[src/rtl/rf_arb_pkg.sv]
// Shared widths and grant encoding for the regfile write-port controller.
package rf_arb_pkg;
   localparam int REG_ADDR_W = 5;
   localparam int XLEN       = 32;
   localparam int NUM_REGS   = 32;

   typedef enum logic [1:0] {
      GNT_NONE,
      GNT_WB,
      GNT_MC
   } grant_t;
endpackage

[src/rtl/rf_scoreboard.sv]
// Busy-register scoreboard for multi-cycle destinations, in-flight counter and decode stall.
import rf_arb_pkg::*;

module rf_scoreboard #(
   parameter int MAX_OUTSTANDING = 4
) (
   input  logic                  i_clk,
   input  logic                  i_rst,
   input  logic [REG_ADDR_W-1:0] i_rs1_addr,
   input  logic [REG_ADDR_W-1:0] i_rs2_addr,
   input  logic [REG_ADDR_W-1:0] i_rd_addr,
   input  logic                  i_dec_valid,
   input  logic                  i_mc_issue,
   input  logic                  i_mc_accept,
   input  logic [REG_ADDR_W-1:0] i_mc_rd_addr,
   output logic                  o_dec_stall,
   output logic [NUM_REGS-1:0]   o_busy_vec
);
   localparam int CNT_W = 4;
   localparam logic [CNT_W-1:0] MAX_CNT = CNT_W'(MAX_OUTSTANDING);

   logic [NUM_REGS-1:0] r_busy;
   logic [CNT_W-1:0]    r_outstanding;
   logic                w_hazard;
   logic                w_full;
   logic                w_issueFire;
   logic [NUM_REGS-1:0] w_setMask;
   logic [NUM_REGS-1:0] w_clrMask;
   logic [NUM_REGS-1:0] w_busyNext;

   // Stall sees only registered state; a register freed this cycle unstalls next cycle.
   assign w_hazard = (i_rs1_addr != '0 && r_busy[i_rs1_addr]) ||
                     (i_rs2_addr != '0 && r_busy[i_rs2_addr]) ||
                     (i_rd_addr  != '0 && r_busy[i_rd_addr]);
   assign w_full      = i_mc_issue && (r_outstanding == MAX_CNT);
   assign o_dec_stall = i_dec_valid && (w_hazard || w_full);
   assign w_issueFire = i_mc_issue && i_dec_valid && !o_dec_stall;
   assign o_busy_vec  = r_busy;

   always_comb begin
      w_setMask = '0;
      w_clrMask = '0;
      if (w_issueFire && i_rd_addr != '0) w_setMask = NUM_REGS'(1) << i_rd_addr;
      if (i_mc_accept) w_clrMask = NUM_REGS'(1) << i_mc_rd_addr;
      w_busyNext    = (r_busy & ~w_clrMask) | w_setMask;
      w_busyNext[0] = 1'b0;
   end

   always_ff @(posedge i_clk) begin
      if (i_rst) begin
         r_busy        <= '0;
         r_outstanding <= '0;
      end else begin
         r_busy <= w_busyNext;
         if (w_issueFire && !i_mc_accept)
            r_outstanding <= r_outstanding + CNT_W'(1);
         else if (!w_issueFire && i_mc_accept)
            r_outstanding <= r_outstanding - CNT_W'(1);
      end
   end

`ifndef SYNTHESIS
   always_ff @(posedge i_clk) begin
      if (!i_rst) begin
         assert (!(i_mc_accept && i_mc_rd_addr != '0 && !r_busy[i_mc_rd_addr]))
            else $error("MC accept of non-busy register x%0d", i_mc_rd_addr);
         assert (!(i_mc_accept && !w_issueFire && r_outstanding == '0))
            else $error("outstanding MC counter underflow");
      end
   end
`endif
endmodule

[src/rtl/rf_wb_scoreboard_arb.sv]
// Regfile write-port arbiter (WB vs multi-cycle unit) with anti-starvation freeze and scoreboard.
// Optional perf counters are built only when RF_ARB_PERF_EN is defined.
import rf_arb_pkg::*;

module rf_wb_scoreboard_arb #(
   parameter int MAX_OUTSTANDING = 4,
   parameter int STARVE_MAX      = 3
) (
   input  logic                  i_clk,
   input  logic                  i_rst,
   input  logic [REG_ADDR_W-1:0] i_dec_rs1_addr,
   input  logic [REG_ADDR_W-1:0] i_dec_rs2_addr,
   input  logic [REG_ADDR_W-1:0] i_dec_rd_addr,
   input  logic                  i_dec_valid,
   output logic                  o_dec_stall,
   input  logic                  i_mc_issue,
   input  logic                  i_wb_valid,
   input  logic [REG_ADDR_W-1:0] i_wb_rd_addr,
   input  logic [XLEN-1:0]       i_wb_rd_data,
   output logic                  o_wb_freeze,
   input  logic                  i_mc_valid,
   input  logic [REG_ADDR_W-1:0] i_mc_rd_addr,
   input  logic [XLEN-1:0]       i_mc_rd_data,
   output logic                  o_mc_ready,
   output logic [REG_ADDR_W-1:0] o_rd_addr,
   output logic [XLEN-1:0]       o_rd_data,
   output logic                  o_rd_wren,
   output logic [NUM_REGS-1:0]   o_busy_vec,
   output logic [XLEN-1:0]       o_perf_conflict,
   output logic [XLEN-1:0]       o_perf_freeze
);
   localparam logic [3:0] STARVE_LIM = 4'(STARVE_MAX);

   grant_t     w_grant;
   logic       w_freeze;
   logic       w_mcAccept;
   logic [3:0] r_starveCnt;

   // Once MC has been denied STARVE_MAX cycles in a row it takes the port over WB.
   assign w_freeze    = !i_rst && (r_starveCnt == STARVE_LIM) && i_mc_valid;
   assign o_wb_freeze = w_freeze;
   assign w_mcAccept  = i_mc_valid && o_mc_ready;

   always_comb begin
      w_grant = GNT_NONE;
      if (!i_rst) begin
         if (w_freeze)        w_grant = GNT_MC;
         else if (i_wb_valid) w_grant = GNT_WB;
         else if (i_mc_valid) w_grant = GNT_MC;
      end
   end

   always_comb begin
      o_rd_wren  = 1'b0;
      o_rd_addr  = '0;
      o_rd_data  = '0;
      o_mc_ready = 1'b0;
      case (w_grant)
         GNT_WB: begin
            o_rd_wren = 1'b1;
            o_rd_addr = i_wb_rd_addr;
            o_rd_data = i_wb_rd_data;
         end
         GNT_MC: begin
            o_rd_wren  = 1'b1;
            o_rd_addr  = i_mc_rd_addr;
            o_rd_data  = i_mc_rd_data;
            o_mc_ready = 1'b1;
         end
         default: ;
      endcase
   end

   always_ff @(posedge i_clk) begin
      if (i_rst || !i_mc_valid || w_mcAccept)
         r_starveCnt <= '0;
      else if (r_starveCnt != STARVE_LIM)
         r_starveCnt <= r_starveCnt + 4'd1;
   end

   rf_scoreboard #(
      .MAX_OUTSTANDING (MAX_OUTSTANDING)
   ) u_scoreboard (
      .i_clk        (i_clk),
      .i_rst        (i_rst),
      .i_rs1_addr   (i_dec_rs1_addr),
      .i_rs2_addr   (i_dec_rs2_addr),
      .i_rd_addr    (i_dec_rd_addr),
      .i_dec_valid  (i_dec_valid),
      .i_mc_issue   (i_mc_issue),
      .i_mc_accept  (w_mcAccept),
      .i_mc_rd_addr (i_mc_rd_addr),
      .o_dec_stall  (o_dec_stall),
      .o_busy_vec   (o_busy_vec)
   );

`ifdef RF_ARB_PERF_EN
   logic [XLEN-1:0] r_perfConflict;
   logic [XLEN-1:0] r_perfFreeze;

   always_ff @(posedge i_clk) begin
      if (i_rst) begin
         r_perfConflict <= '0;
         r_perfFreeze   <= '0;
      end else begin
         if (i_wb_valid && i_mc_valid) r_perfConflict <= r_perfConflict + XLEN'(1);
         if (w_freeze)                 r_perfFreeze   <= r_perfFreeze + XLEN'(1);
      end
   end

   assign o_perf_conflict = r_perfConflict;
   assign o_perf_freeze   = r_perfFreeze;
`else
   assign o_perf_conflict = '0;
   assign o_perf_freeze   = '0;
`endif
endmodule

[config.mk]
export PLATFORM = sky130hd
export DESIGN_NAME = rf_wb_scoreboard_arb
export DESIGN_NICKNAME = d
export VERILOG_FILES = /design/src/rtl/rf_arb_pkg.sv /design/src/rtl/rf_scoreboard.sv /design/src/rtl/rf_wb_scoreboard_arb.sv
export SDC_FILE = /design/constraint.sdc
export NUM_CORES = 1
export LEC_CHECK = 0
export BUFFER_PORTS_ARGS = -buffer_cell sky130_fd_sc_hd__buf_2
export CAP_MARGIN = 20
export CORE_MARGIN = 5
export CORE_UTILIZATION = 46
export DETAILED_ROUTE_END_ITERATION = 7
export GPL_ROUTABILITY_DRIVEN = 0
export MAX_ROUTING_LAYER = met4
export PLACE_DENSITY = 0.83
export REMOVE_ABC_BUFFERS = 1
export SETUP_SLACK_MARGIN = 0.02
export SLEW_MARGIN = 20
export SYNTH_ARGS = -nofsm -noshare
export SYNTH_HDL_FRONTEND = slang
export SYNTH_SLANG_ARGS = --single-unit
[constraint.sdc]
create_clock -name i_clk -period 3.8 [get_ports i_clk]
set_input_delay 0.38 -clock i_clk [delete_from_list [all_inputs] [get_ports i_clk]]
set_output_delay 0.38 -clock i_clk [all_outputs]
set_load 0.05 [all_outputs]
==> flow_metrics.env <==
export IMPL_slowest_delay_ns=0.39
export IMPL_nFillCells=854
export IMPL_holdCritStartpoint="i_rst"
export IMPL_hp_class="input port to register"
export IMPL_dr_pass1_iters=5
export IMPL_htreeDepth=2
export IMPL_core_area_sq_um=8720
export IMPL_nets=780
export IMPL_dp_hpwl_microns=12000
export IMPL_cts_tree="yes"
export IMPL_ys_ff_latch=39
export IMPL_fin_setup_tns_ns=0
export IMPL_skew_ns=0.00400
export IMPL_endpoint_kind="register"
export IMPL_drcViolationCount=0
export IMPL_die_area_sq_um=11000
export IMPL_synthTopCellsByArea="dfxtp_1, buf_4, mux2i_1, a22oi_1, nor2b_1"
export IMPL_critPathBufInv=2
export IMPL_synth_edff_count=0
export IMPL_post_cts_setup_buffer_count=0
export IMPL_final_cell_mix="buf_2, conb_1, nor2_1"
export IMPL_vias_per_cell=5.82
export IMPL_critPathLaunchType="input port"
export IMPL_stdcell_count=785
export IMPL_crit_required_ns=4.02
export IMPL_hold_slack_ns=0.502
export IMPL_cts_buffer_depth=2
export IMPL_syn_area_sq_um=4130
export IMPL_rsz0062_at_grt="no"
export IMPL_status="finished clean"
export IMPL_crit_path_top_delay_cell="a2111oi_0"
export IMPL_antenna_diode_count=0
export IMPL_ys_async_sr_fraction_pct=0
export IMPL_worstPathMaxFanout=16
export IMPL_max_slew_margin_pct=53.3
export IMPL_drive_above_1_share_pct=33.5
export IMPL_ys_warn_count=0
export IMPL_max_freq_mhz=296
export IMPL_r2r_start="u_scoreboard.o_busy_vec[15]$_SDFF_PP0_"
export IMPL_leakagePower_uw=0.00228
export IMPL_dp_cells=779
export IMPL_vias=4570
export IMPL_grt_antenna_before_repair=0
export IMPL_cts_clk_slew_worst_paths_ns=0.07
export IMPL_cts_root_buf="clkbuf_8"
export IMPL_cp_arrival_ns=3.60
export IMPL_slew_violations=0
export IMPL_worstPathCellList="buf_2, mux2_2, a2111oi_0, a2111o_1, o311ai_4, nor3_2, ha_1, inv_1, ha_1, a21o_1, a21oi_1, xnor2_1, or3_1, a21oi_1"
export IMPL_synth_largest_area_cell="dfxtp_1"
export IMPL_detail_route_wl_per_cell_microns=19.0
export IMPL_ir_worst_vdd_mv=0.201
export IMPL_drt_iter0_markers=497
export IMPL_yosysSeqAreaShare_pct=18.9
export IMPL_setup_viol=0
export IMPL_yosysTopAreaCellShare_pct=18.9
export IMPL_cts_resized_gates=0
export IMPL_gr_total_overflow=0
export IMPL_port_buffers=166
export IMPL_cts_buffers=5
export IMPL_period_share_pct=89.0
export IMPL_crit_family="compound AO/OA/AOI/OAI gates"
export IMPL_ctsHoldBuffers=0
export IMPL_core_rowCount=34
export IMPL_power_total_uw=1210
export IMPL_grt_max_degree=41
export IMPL_syn2layout_area_growth_pct=15.9
export IMPL_grt_use_total_pct=25.8
export IMPL_ys_types=49
export IMPL_syn_inst=537
export IMPL_cap_violations=0
export IMPL_cts_sinks=39
export IMPL_worstSetupPathType="input port to register"
export IMPL_startpoint="i_dec_rs2_addr[0]"
export IMPL_grt_pass1_wl_microns=22700
export IMPL_ios=232
export IMPL_die_x_microns=105
export IMPL_period_needed_ns=3.38
export IMPL_synthFlopType="dfxtp_1"
export IMPL_start_util_pct=47.3
export IMPL_syn_area_per_cell_sq_um=7.68
export IMPL_final_common_cell="buf_2"
export IMPL_hold_viol=0
export IMPL_die_y_microns=105
export IMPL_tightestPinTransition_ns=0.694
export IMPL_drt_wl_total_microns=14900
export IMPL_clock_latency_ns=0.29
export IMPL_p_per_area_nw_per_um2=252
export IMPL_ant_nets=0
export IMPL_grt_pass1_vias=4299
[cell type report]
| type | count | area (sq um) | area share, % |
|---|---|---|---|
| tap | 108 | 135 | 2.83 |
| multi-input combinational | 450 | 2860 | 59.9 |
| inverter | 6 | 22.5 | 0.471 |
| timing repair buffer | 176 | 906 | 19.0 |
| clock buffer | 6 | 72.6 | 1.52 |
| sequential | 39 | 781 | 16.3 |
[synthesized netlist by cell type, types with 2 or more instances]
master and instances:
o21ai_0 34, buf_2 6, buf_1 8, or3b_2 2, or3_1 3, xnor2_1 3, nand3_1 9, buf_4 69
a31oi_1 2, dfxtp_1 39, ha_1 6, mux2i_1 39, nand2_1 24, clkbuf_1 19, buf_8 3, nor3_1 2
xor2_1 2, nand2b_1 11, o211ai_1 3, o21ai_2 29, nand4_1 31, a21oi_1 13, and3_1 4, nor2b_1 41
a22oi_1 42, mux4_2 3, mux2_2 5, inv_1 6, nor2_1 59
[metrics by stage]
| step | cell area, sq um | utilization [%] | worst slack, ns |
|---|---|---|---|
| 2_1_floorplan | 3660 | - | -0.920 |
| 3_3_place_gp | 4710 | 54.0 | 0.296 |
| 3_5_place_dp | 4710 | 54.0 | 0.107 |
| 4_1_cts | 4780 | 54.8 | 0.413 |
| 5_1_grt | 4780 | 54.8 | 0.219 |
| 6_report | 4780 | 54.8 | 0.417 |
[final timing paths]
path / cells past startpoint / to / slack, ns
setup reg to reg: 14 / u_scoreboard.r_outstanding[3]$_SDFFE_PP0P_ / 0.45
setup / recovery: 14 / u_scoreboard.r_outstanding[3]$_SDFFE_PP0P_ / 0.42
hold reg to reg: 2 / r_starveCnt[2]$_SDFFE_PP0P_ / 0.51
hold / removal: 4 / r_starveCnt[2]$_SDFFE_PP0P_ / 0.50
[routing by layer]
layer | global-route usage [%] | wire length, microns | up-vias
met4 | 6.39 | 314 | 0
li1 | - | - | 2067
met5 | - | 0 | -
met2 | 45.2 | 7530 | 328
met1 | 30.0 | 5510 | 2136
met3 | 5.61 | 1570 | 39
[worst min-delay path, delay by kind of cell]
kind,cells,cell delay (ns)
simple gates,2,0.18
compound gates,1,0.05
buf+inv,1,0.14
[registers in the layout, indices dropped and copies added, names as in the netlist]
register,cells
u_scoreboard.o_busy_vec,31
u_scoreboard.r_outstanding,4
r_starveCnt,4
[cell families (layout without fill, tap and decap cells)]
logic type               count (synthesis)  in the layout  synth area share (%)
XOR/XNOR                                 5              5                  1.06
AND/OR/NAND/NOR                        193            193                  24.2
adder cells (fa/ha/maj)                  7              7                  2.31
AO/OA/AOI/OAI                          133            133                  23.3
buffers and inverters                  112            188                  17.7
flip-flops                              39             39                  18.9
other                                    1             65                0.0909
multiplexers                            47             47                  12.5
[power breakdown]
| group | internal, uW | switching (uW) | leakage (uW) | total [uW] |
|---|---|---|---|---|
| registers | 416 | 8.87 | 0.000315 | 424 |
| logic | 124 | 395 | 0.00193 | 518 |
| clock network | 122 | 140 | 0.0000371 | 263 |
| total | 662 | 544 | 0.00228 | 1210 |
(Power assumes the default switching activity.)
